### src/rtl/busy_table_ctrl_pkg.sv
`default_nettype none
// ============================================================================
// Module  : busy_table_ctrl_pkg
// Brief   : Shared constants and types for the busy-table write controller.
// Revision: 1.0 - initial release
// ============================================================================
package busy_table_ctrl_pkg;

    localparam int c_phy_rf_depth = 128;

    typedef logic [$clog2(c_phy_rf_depth)-1:0] phys_addr_t;

    typedef enum logic [0:0] {
        ST_IDLE  = 1'b0,
        ST_FLUSH = 1'b1
    } bt_state_e;

endpackage : busy_table_ctrl_pkg
`default_nettype wire

### src/rtl/busy_table_ctrl_clr_fifo.sv
`default_nettype none
// ============================================================================
// Module  : busy_table_ctrl_clr_fifo
// Brief   : Pending-clear buffer: up to NUM_ENQ pushes and one pop per cycle.
// Revision: 1.0 - initial release
// ============================================================================
module busy_table_ctrl_clr_fifo #(
    parameter int DEPTH   = 8,
    parameter int NUM_ENQ = 2,
    parameter int WIDTH   = 7
) (
    input  logic                             clk,
    input  logic                             rst,
    input  logic                             i_flush,
    input  logic                             i_enq_en,
    input  logic [NUM_ENQ-1:0]               i_enq_valid,
    input  logic [NUM_ENQ-1:0][WIDTH-1:0]    i_enq_data,
    input  logic                             i_deq_en,
    output logic [WIDTH-1:0]                 o_deq_data,
    output logic [$clog2(DEPTH):0]           o_count,
    output logic                             o_full,
    output logic                             o_empty,
    output logic                             o_room
);

    localparam int PW = $clog2(DEPTH);
    localparam int CW = PW + 1;

    logic [WIDTH-1:0] r_mem [DEPTH];
    logic [PW-1:0]    r_wr_ptr;
    logic [PW-1:0]    r_rd_ptr;
    logic [CW-1:0]    r_count;

    logic [PW-1:0]    w_slot [NUM_ENQ];
    logic [CW-1:0]    w_enq_cnt;

    // Each accepted port lands after all lower-numbered accepted ports.
    always_comb begin
        w_enq_cnt = '0;
        for (int i = 0; i < NUM_ENQ; i++) begin
            w_slot[i] = r_wr_ptr + PW'(w_enq_cnt);
            if (i_enq_en && i_enq_valid[i]) begin
                w_enq_cnt = w_enq_cnt + CW'(1);
            end
        end
    end

    always_ff @(posedge clk) begin
        for (int i = 0; i < NUM_ENQ; i++) begin
            if (i_enq_en && i_enq_valid[i]) begin
                r_mem[w_slot[i]] <= i_enq_data[i];
            end
        end
    end

    always_ff @(posedge clk) begin
        if (rst || i_flush) begin
            r_wr_ptr <= '0;
            r_rd_ptr <= '0;
            r_count  <= '0;
        end else begin
            r_wr_ptr <= r_wr_ptr + PW'(w_enq_cnt);
            if (i_deq_en) begin
                r_rd_ptr <= r_rd_ptr + PW'(1);
            end
            r_count <= r_count + w_enq_cnt - {{(CW-1){1'b0}}, i_deq_en};
        end
    end

    assign o_deq_data = r_mem[r_rd_ptr];
    assign o_count    = r_count;
    assign o_full     = (r_count == CW'(DEPTH));
    assign o_empty    = (r_count == '0);
    assign o_room     = ((CW'(DEPTH) - r_count) >= CW'(NUM_ENQ));

endmodule : busy_table_ctrl_clr_fifo
`default_nettype wire

### src/rtl/busy_table_ctrl.sv
`default_nettype none
// ============================================================================
// Module  : busy_table_ctrl
// Brief   : Arbitrates rename sets, writeback clears and flush walks onto the
//           single busy-table write port.
// Revision: 1.0 - initial release
// ============================================================================
module busy_table_ctrl
    import busy_table_ctrl_pkg::*;
#(
    parameter int PHY_RF_DEPTH   = c_phy_rf_depth,
    parameter int NUM_WB         = 2,
    parameter int CLR_FIFO_DEPTH = 8
) (
    input  logic                                        clk,
    input  logic                                        rst,
    input  logic                                        set_valid,
    input  logic [$clog2(PHY_RF_DEPTH)-1:0]             set_addr,
    output logic                                        set_ready,
    input  logic [NUM_WB-1:0]                           clr_valid,
    input  logic [NUM_WB-1:0][$clog2(PHY_RF_DEPTH)-1:0] clr_addr,
    output logic                                        clr_ready,
    input  logic                                        flush_req,
    output logic                                        flush_busy,
    output logic                                        bt_wr_en,
    output logic [$clog2(PHY_RF_DEPTH)-1:0]             bt_wr_addr,
    output logic                                        bt_data,
    output logic [$clog2(CLR_FIFO_DEPTH):0]             pending_clr
);

    localparam int AW = $clog2(PHY_RF_DEPTH);
    localparam logic [AW-1:0] c_last_addr = AW'(PHY_RF_DEPTH - 1);

    bt_state_e      r_state;
    bt_state_e      w_state_nxt;
    logic [AW-1:0]  r_walk;
    logic [AW-1:0]  w_walk_nxt;

    logic           r_wr_en;
    logic [AW-1:0]  r_wr_addr;
    logic           r_data;
    logic           w_wr_en_nxt;
    logic [AW-1:0]  w_wr_addr_nxt;
    logic           w_data_nxt;

    logic           w_set_ready;
    logic           w_clr_ready;
    logic           w_deq_en;
    logic           w_fifo_flush;
    logic [AW-1:0]  w_deq_addr;
    logic           w_fifo_full;
    logic           w_fifo_empty;
    logic           w_fifo_room;

    busy_table_ctrl_clr_fifo #(
        .DEPTH   (CLR_FIFO_DEPTH),
        .NUM_ENQ (NUM_WB),
        .WIDTH   (AW)
    ) u_clr_fifo (
        .clk         (clk),
        .rst         (rst),
        .i_flush     (w_fifo_flush),
        .i_enq_en    (w_clr_ready),
        .i_enq_valid (clr_valid),
        .i_enq_data  (clr_addr),
        .i_deq_en    (w_deq_en),
        .o_deq_data  (w_deq_addr),
        .o_count     (pending_clr),
        .o_full      (w_fifo_full),
        .o_empty     (w_fifo_empty),
        .o_room      (w_fifo_room)
    );

    always_ff @(posedge clk) begin
        if (rst) begin
            r_state <= ST_IDLE;
        end else begin
            r_state <= w_state_nxt;
        end
    end

    always_comb begin
        w_state_nxt   = r_state;
        w_walk_nxt    = r_walk;
        w_wr_en_nxt   = 1'b0;
        w_wr_addr_nxt = '0;
        w_data_nxt    = 1'b0;
        w_deq_en      = 1'b0;
        w_fifo_flush  = 1'b0;
        w_set_ready   = 1'b0;
        w_clr_ready   = 1'b0;
        case (r_state)
            ST_IDLE: begin
                if (flush_req) begin
                    w_fifo_flush = 1'b1;
                    w_walk_nxt   = '0;
                    w_state_nxt  = ST_FLUSH;
                end else begin
                    w_set_ready = !w_fifo_full;
                    w_clr_ready = w_fifo_room;
                    // A full buffer must drain first or writebacks would stall forever.
                    if (w_fifo_full) begin
                        w_deq_en      = 1'b1;
                        w_wr_en_nxt   = 1'b1;
                        w_wr_addr_nxt = w_deq_addr;
                    end else if (set_valid) begin
                        w_wr_en_nxt   = 1'b1;
                        w_wr_addr_nxt = set_addr;
                        w_data_nxt    = 1'b1;
                    end else if (!w_fifo_empty) begin
                        w_deq_en      = 1'b1;
                        w_wr_en_nxt   = 1'b1;
                        w_wr_addr_nxt = w_deq_addr;
                    end
                end
            end
            ST_FLUSH: begin
                w_wr_en_nxt   = 1'b1;
                w_wr_addr_nxt = r_walk;
                if (r_walk == c_last_addr) begin
                    w_walk_nxt  = '0;
                    w_state_nxt = ST_IDLE;
                end else begin
                    w_walk_nxt = r_walk + AW'(1);
                end
            end
            default: begin
                w_state_nxt = ST_IDLE;
            end
        endcase
    end

    always_ff @(posedge clk) begin
        if (rst) begin
            r_walk    <= '0;
            r_wr_en   <= 1'b0;
            r_wr_addr <= '0;
            r_data    <= 1'b0;
        end else begin
            r_walk    <= w_walk_nxt;
            r_wr_en   <= w_wr_en_nxt;
            r_wr_addr <= w_wr_addr_nxt;
            r_data    <= w_data_nxt;
        end
    end

    assign set_ready  = w_set_ready;
    assign clr_ready  = w_clr_ready;
    assign flush_busy = (r_state == ST_FLUSH);
    assign bt_wr_en   = r_wr_en;
    assign bt_wr_addr = r_wr_addr;
    assign bt_data    = r_data;

endmodule : busy_table_ctrl
`default_nettype wire

### config.mk
export PLATFORM = sky130hd
export DESIGN_NAME = busy_table_ctrl
export DESIGN_NICKNAME = d
export VERILOG_FILES = /design/src/rtl/busy_table_ctrl_pkg.sv /design/src/rtl/busy_table_ctrl_clr_fifo.sv /design/src/rtl/busy_table_ctrl.sv
export SDC_FILE = /design/constraint.sdc
export NUM_CORES = 1
export LEC_CHECK = 0
export ABC_CLOCK_PERIOD_IN_PS = 8900
export CORE_ASPECT_RATIO = 1.4
export CORE_UTILIZATION = 50
export DETAILED_ROUTE_END_ITERATION = 12
export GPL_TIMING_DRIVEN = 1
export MAX_ROUTING_LAYER = met4
export PLACE_DENSITY_LB_ADDON = 0.15
export SLEW_MARGIN = 20
export SYNTH_ARGS = -nofsm -noshare
export SYNTH_HDL_FRONTEND = slang
export SYNTH_SLANG_ARGS = --single-unit
export TNS_END_PERCENT = 20
### constraint.sdc
create_clock -name clk -period 8.9 [get_ports clk]
set_clock_uncertainty 0.15 [all_clocks]
set_input_delay 0.89 -clock clk [delete_from_list [all_inputs] [get_ports clk]]
set_output_delay 0.89 -clock clk [all_outputs]
set_load 0.01 [all_outputs]
==> impl_metrics.py, run 1 <==
metrics = {
    "clock_network": {
        "numCtsBuffers": 9,
        "clock-sinks": 86,
        "cts_hold_buf": 0,
        "postCtsSetupBuffers": 0,
        "ctsHtreeMaxLevel": 3,
        "ctsLongestPathBuffers": 2,
        "clockRootBuffer": "clkbuf_16",
        "post_cts_resized": 0,
        "clkLatencyLatePin_ps": 340,
        "path_clk_slew_ps": 70,
        "cts_tree": "yes",
    },
    "worst_setup_path": {
        "worstPathArrival_ps": 4620,
        "r2r_slack_ps": 4230,
        "critical_path_required_ps": 8740,
        "r2r-end": "u_clr_fifo.r_mem[0][3]",
        "reg2reg_depth": 12,
        "crit_start": "flush_req",
        "start_kind": "input port",
        "critPathKind": "in -> reg",
        "end_kind": "register",
        "r2r_start": "u_clr_fifo.o_count[0]",
        "crit_fanout": 11,
        "cp-endpoint": "u_clr_fifo.r_mem[0][3]",
    },
    "logic_synthesis": {
        "yosysWarnings": 0,
        "yosys-top-cells-area": "edfxtp_1 37%, mux2_2 14%, dfxtp_1 13%",
        "synth_largest_area_cell": "edfxtp_1",
        "synth_top_area_share": 0.373,
        "netlist_area_um2": 4510,
        "synth_fp_nets": 397,
        "synth.distinct_cells": 42,
        "synth.avg_cell_area_um2": 12.8,
        "ys_ff_latch": 86,
        "yosys_most_used_dff": "edfxtp_1",
        "syn_inst": 353,
        "seq_area_frac_synth": 0.506,
        "async_flop_share": 0,
        "synth_edf_count": 56,
    },
    "placed_design": {
        "io_buffers": 42,
        "detailed_place_hpwl_um": 7470,
        "place_inst": 487,
        "gp_congestion": 0.886,
        "place_ws_ps": 3880,
    },
    "route": {
        "drt_first_pass_iters": 4,
        "routed_via_density": 5.99,
        "ant_nets": 0,
        "wl_per_cell_um": 21.4,
        "met2_length_um": 5710,
        "wirelength_um": 10700,
        "wl_met3_um": 321,
        "first_iter_violations": 140,
        "num_vias": 3015,
        "highest_layer": "met4",
        "drc": 0,
        "met1_length_um": 4360,
    },
    "die": {
        "ios": 43,
        "initial_core_util": 0.521,
        "core_area_um2": 8660,
        "die-area_um2": 9420,
        "die_w_um": 82.3,
        "fp.dieH_um": 114,
        "rows": 40,
    },
    "sta": {
        "max_freq_mhz": 209,
        "tns_ps": 0,
        "slew_headroom": 0.459,
        "setup-violations-final": 0,
        "final-max-slew-violation-count": 0,
        "worst_pin_slew_ps": 811,
        "finalWorstSetupSlack_ps": 4120,
        "hold_viol_final": 0,
        "rsz0062_at_grt": "false",
        "finalWorstPathRequiredPeriod_ps": 4780,
        "whs_ps": 358,
        "finalCritPeriodShare": 0.537,
    },
    "global_routing": {
        "grt_max_degree": 24,
        "grt-ovfl-total": 0,
        "grt_pass1_wl_um": 16600,
        "antenna_found_initial": 0,
        "grtUsageTotal": 0.259,
        "first_global_vias": 3092,
    },
    "pwr": {
        "peakVddDrop_uv": 301,
        "power.density_nw_per_um2": 239,
        "leakagePower_uw": 0.00186,
    },
    "job": {
        "maxCapViolations": 0,
    },
    "status": {
        "outcome": "finished clean",
    },
    "layout": {
        "final_layout_size_suffix_gt1_frac": 0.244,
        "area_growth_pct": 18.7,
        "n_antenna_cell": 0,
        "fin_cells": 503,
        "layout.nets": 437,
    },
    "worst_hold_path": {
        "hp-class": "reg -> reg",
    },
}
stage by stage:
step                       util  total power, µW  area [µm²]
after global routing      0.619             1340        5360
final                     0.619             1280        5360
after CTS                 0.619             1290        5360
after global placement    0.579              845        5010
after detailed placement  0.579              853        5010
after floorplan               -              748        4510
cell type report:
type	count	area, µm²
Clock buffer	9	225
Clock inverter	7	120
Fill cell	696	3300
Inverter	17	63.8
Multi-Input combinational cell	236	2110
Sequential cell	86	2280
Tap cell	105	131
Timing Repair Buffer	43	428
critical path, cell delays in order:
cell and delay, ps:
clkdlybuf4s50_1 510, or2_2 390, a21oi_1 650, and2_1 270
ha_1 170, ha_1 290, nor3_1 390, nand3_1 150
a21oi_2 450, a41o_1 450
synth_stat cells, types with 4 or more instances:
library cell	instances
a21oi_1	8
a21oi_2	6
a22oi_1	18
a31o_2	4
a41o_1	4
and2_1	4
buf_2	5
clkbuf_1	8
dfxtp_1	30
edfxtp_1	56
ha_1	15
inv_1	17
mux2_2	57
mux2i_1	23
mux4_2	4
nand2_1	11
nand3_1	8
nand4_1	4
nor2_1	19
nor2b_1	5
o22ai_1	7
xnor2_1	4
xor2_1	5
placed cells by master, fill, tap and decap left out, drive strengths merged, types with 11 or more instances in the layout:
master         Yosys  routed
nor2              20      20
ha                15      15
mux2              57      57
edfxtp            56      56
dfxtp             30      30
a21oi             14      14
nand2             11      11
clkdlybuf4s50      0      42
mux2i             23      23
inv               17      18
a22oi             18      18
worst min-delay path by stage:
stage	from	endpoint	slack, ps	cells after the start
after floorplan	r_walk[4]	r_walk[4]	310	2
after global placement	r_walk[4]	r_walk[4]	340	2
after detailed placement	r_walk[4]	r_walk[4]	340	2
after CTS	r_walk[4]	r_walk[4]	360	2
after global routing	r_walk[4]	r_walk[4]	390	2
final	r_walk[4]	r_walk[4]	360	2
sequential cells by signal, summed over array words and instances (netlist names), named ones only:
signal               count
r_walk                   7
bt_data                  1
flush_busy               1
bt_wr_en                 1
u_clr_fifo.o_count       4
u_clr_fifo.r_mem        56
u_clr_fifo.r_wr_ptr      3
u_clr_fifo.r_rd_ptr      3
bt_wr_addr               7
layer usage:
metal  vias up  track usage
met1      1497        0.296
met4         0        0.138
met5         -            -
met2        73        0.426
met3        22       0.0446
li1       1423            -
logic make-up after synthesis:
group / Yosys count / share of synthesized area
multiplexers: 84 / 0.213
AND/OR/NAND/NOR: 65 / 0.0771
XOR/XNOR: 10 / 0.0236
adder cells (fa/ha/maj): 17 / 0.0505
AO/OA/AOI/OAI: 60 / 0.103
flip-flops: 86 / 0.506
buffers and inverters: 31 / 0.0272
where the power goes:
group          switching [µW]  internal [µW]
combinational             212            153
sequential               20.8            460
clock                     160            275
No activity file was read; power rests on OpenSTA's default activity.
==> inputs of run 2 (changes only) <==
Settings changed: ABC_CLOCK_PERIOD_IN_PS 8900 to 4800.
Clock period 8.9 ns to 4.8 ns, I/O delays scaled along.
==> run 2 against run 1 <==
Register-to-register slack got worse by 3600 ps. Sequential power rose by 85%. Cell count rose by 0.40%. Utilization fell by 0.46 points. Sequential cell count did not move. Largest power group unchanged. Highest routed layer unchanged.
==> impl_metrics.py, run 2 (same netlist as run 1, synthesis figures left out) <==
metrics = {
    "sta": {
        "worst_pin_slew_ps": 590,
        "slew_headroom": 0.602,
        "hold_viol_final": 0,
        "final-max-slew-violation-count": 0,
        "rsz0062_at_grt": "false",
        "tns_ps": 0,
        "finalWorstPathRequiredPeriod_ps": 4180,
        "whs_ps": 354,
        "finalCritPeriodShare": 0.871,
        "setup-violations-final": 0,
        "max_freq_mhz": 239,
    },
    "route": {
        "drc": 0,
        "drt_first_pass_iters": 4,
        "first_iter_violations": 215,
        "wirelength_um": 10300,
        "wl_per_cell_um": 20.4,
        "num_vias": 3010,
        "ant_nets": 0,
        "routed_via_density": 5.96,
    },
    "layout": {
        "area_growth_pct": 17.9,
        "design_area_um2": 5320,
        "layout.nets": 439,
        "finish.utilization": 0.614,
        "fin_cells": 505,
        "n_antenna_cell": 0,
        "final_layout_size_suffix_gt1_frac": 0.245,
        "largest_register_ffs": 56,
        "mostFrequentLayoutCells": "57 x mux2_2, 56 x edfxtp_1, 42 x clkdlybuf4s50_1",
        "mostFrequentLayoutCell": "mux2_2",
        "fillers": 686,
    },
    "worst_setup_path": {
        "start_kind": "register",
        "r2r_slack_ps": 620,
        "r2r_start": "u_clr_fifo.o_count[0]",
        "r2r-end": "u_clr_fifo.r_mem[1][4]",
        "critPathKind": "reg -> reg",
        "reg2reg_depth": 12,
        "worstPathArrival_ps": 4050,
        "crit_fanout": 9,
        "critical_path_required_ps": 4670,
        "end_kind": "register",
    },
    "placed_design": {
        "io_buffers": 42,
        "place_inst": 489,
        "placed_cell_area_um2": 5030,
        "gp_congestion": 0.831,
        "detailed_place_hpwl_um": 7410,
    },
    "pwr": {
        "leakagePower_uw": 0.00184,
        "power.density_nw_per_um2": 424,
        "peakVddDrop_uv": 470,
        "pwr-share-comb": 0.301,
        "power.net_switching_uw": 711,
        "pwr-share-seq": 0.394,
        "p_int_uw": 1540,
        "p_clk_frac": 0.305,
        "netSwitchingFraction": 0.315,
    },
    "global_routing": {
        "grt_pass1_wl_um": 16300,
        "grtUsageTotal": 0.252,
        "antenna_found_initial": 0,
        "grt-ovfl-total": 0,
        "grt_max_degree": 24,
        "first_global_vias": 3111,
    },
    "clock_network": {
        "post_cts_resized": 0,
        "clock-sinks": 86,
        "path_clk_slew_ps": 60,
        "postCtsSetupBuffers": 0,
        "ctsHtreeMaxLevel": 3,
        "cts_hold_buf": 0,
        "ctsLongestPathBuffers": 2,
        "clockRootBuffer": "clkbuf_16",
        "numCtsBuffers": 9,
        "clkLatencyLatePin_ps": 340,
        "cts_tree": "yes",
    },
    "die": {
        "initial_core_util": 0.521,
        "die_w_um": 82.3,
        "fp.dieH_um": 114,
        "rows": 40,
        "core_area_um2": 8660,
        "die-area_um2": 9420,
        "ios": 43,
    },
    "job": {
        "maxCapViolations": 0,
    },
    "status": {
        "outcome": "finished clean",
    },
    "worst_hold_path": {
        "holdPathEnd": "r_walk[4]",
        "hp-class": "reg -> reg",
        "hold_path_depth": 2,
        "worstHoldStart": "r_walk[4]",
    },
}
==> run 2: area by class of cell <==
class | instances | area, µm² | area share
flip-flops and latches | 86 | 2280 | 0.429
multi-input cells | 236 | 2110 | 0.396
repair buffers | 45 | 443 | 0.0833
clock buffers | 10 | 229 | 0.0430
well taps | 105 | 131 | 0.0247
inverters | 17 | 63.8 | 0.0120
clock inverters | 6 | 61.3 | 0.0115
==> run 2: per-stage QoR <==
step / setup slack, ps / power (µW)
finish: 621 / 2260
detailed placement: 651 / 1580
CTS: 587 / 2270
global placement: 690 / 1570
global route: 310 / 2370
floorplan: 926 / 1390
==> run 2: per-layer routing <==
metal  global-route usage  part of all wire
met1                0.295              0.41
met2                0.419              0.53
met3               0.0255             0.032
met4                0.137             0.035
met5                    -                 0
==> run 2: worst max-delay path by stage <==
stage | from | cells after the start | slack [ps] | end
after floorplan | u_clr_fifo.o_count[0] | 13 | 930 | u_clr_fifo.r_mem[1][0]
after global placement | u_clr_fifo.o_count[0] | 12 | 690 | u_clr_fifo.r_mem[0][5]
after detailed placement | u_clr_fifo.o_count[0] | 12 | 650 | u_clr_fifo.r_mem[0][2]
after CTS | u_clr_fifo.o_count[0] | 12 | 590 | u_clr_fifo.r_mem[0][6]
after global routing | u_clr_fifo.o_count[0] | 12 | 310 | u_clr_fifo.r_mem[0][3]
final | u_clr_fifo.o_count[0] | 12 | 620 | u_clr_fifo.r_mem[1][4]
==> run 2: power groups by stage <==
| stage | sequential [µW] | clock (µW) | combinational [µW] |
|---|---|---|---|
| finish | 889 | 688 | 679 |
| global route | 895 | 727 | 748 |
| CTS | 889 | 696 | 683 |
| floorplan | 906 | 0 | 481 |
| global placement | 903 | 0 | 666 |
| detailed placement | 905 | 0 | 677 |
==> run 2: critical path, cell delays in order (launching register included) <==
cell and delay [ps]:
dfxtp_1 390, inv_1 100, ha_1 250, xnor2_1 180
nor3_4 470, a21oi_1 170, and2_1 220, ha_1 200
ha_1 340, nor3_1 390, nand4_1 170, a21oi_2 470
a31o_2 350
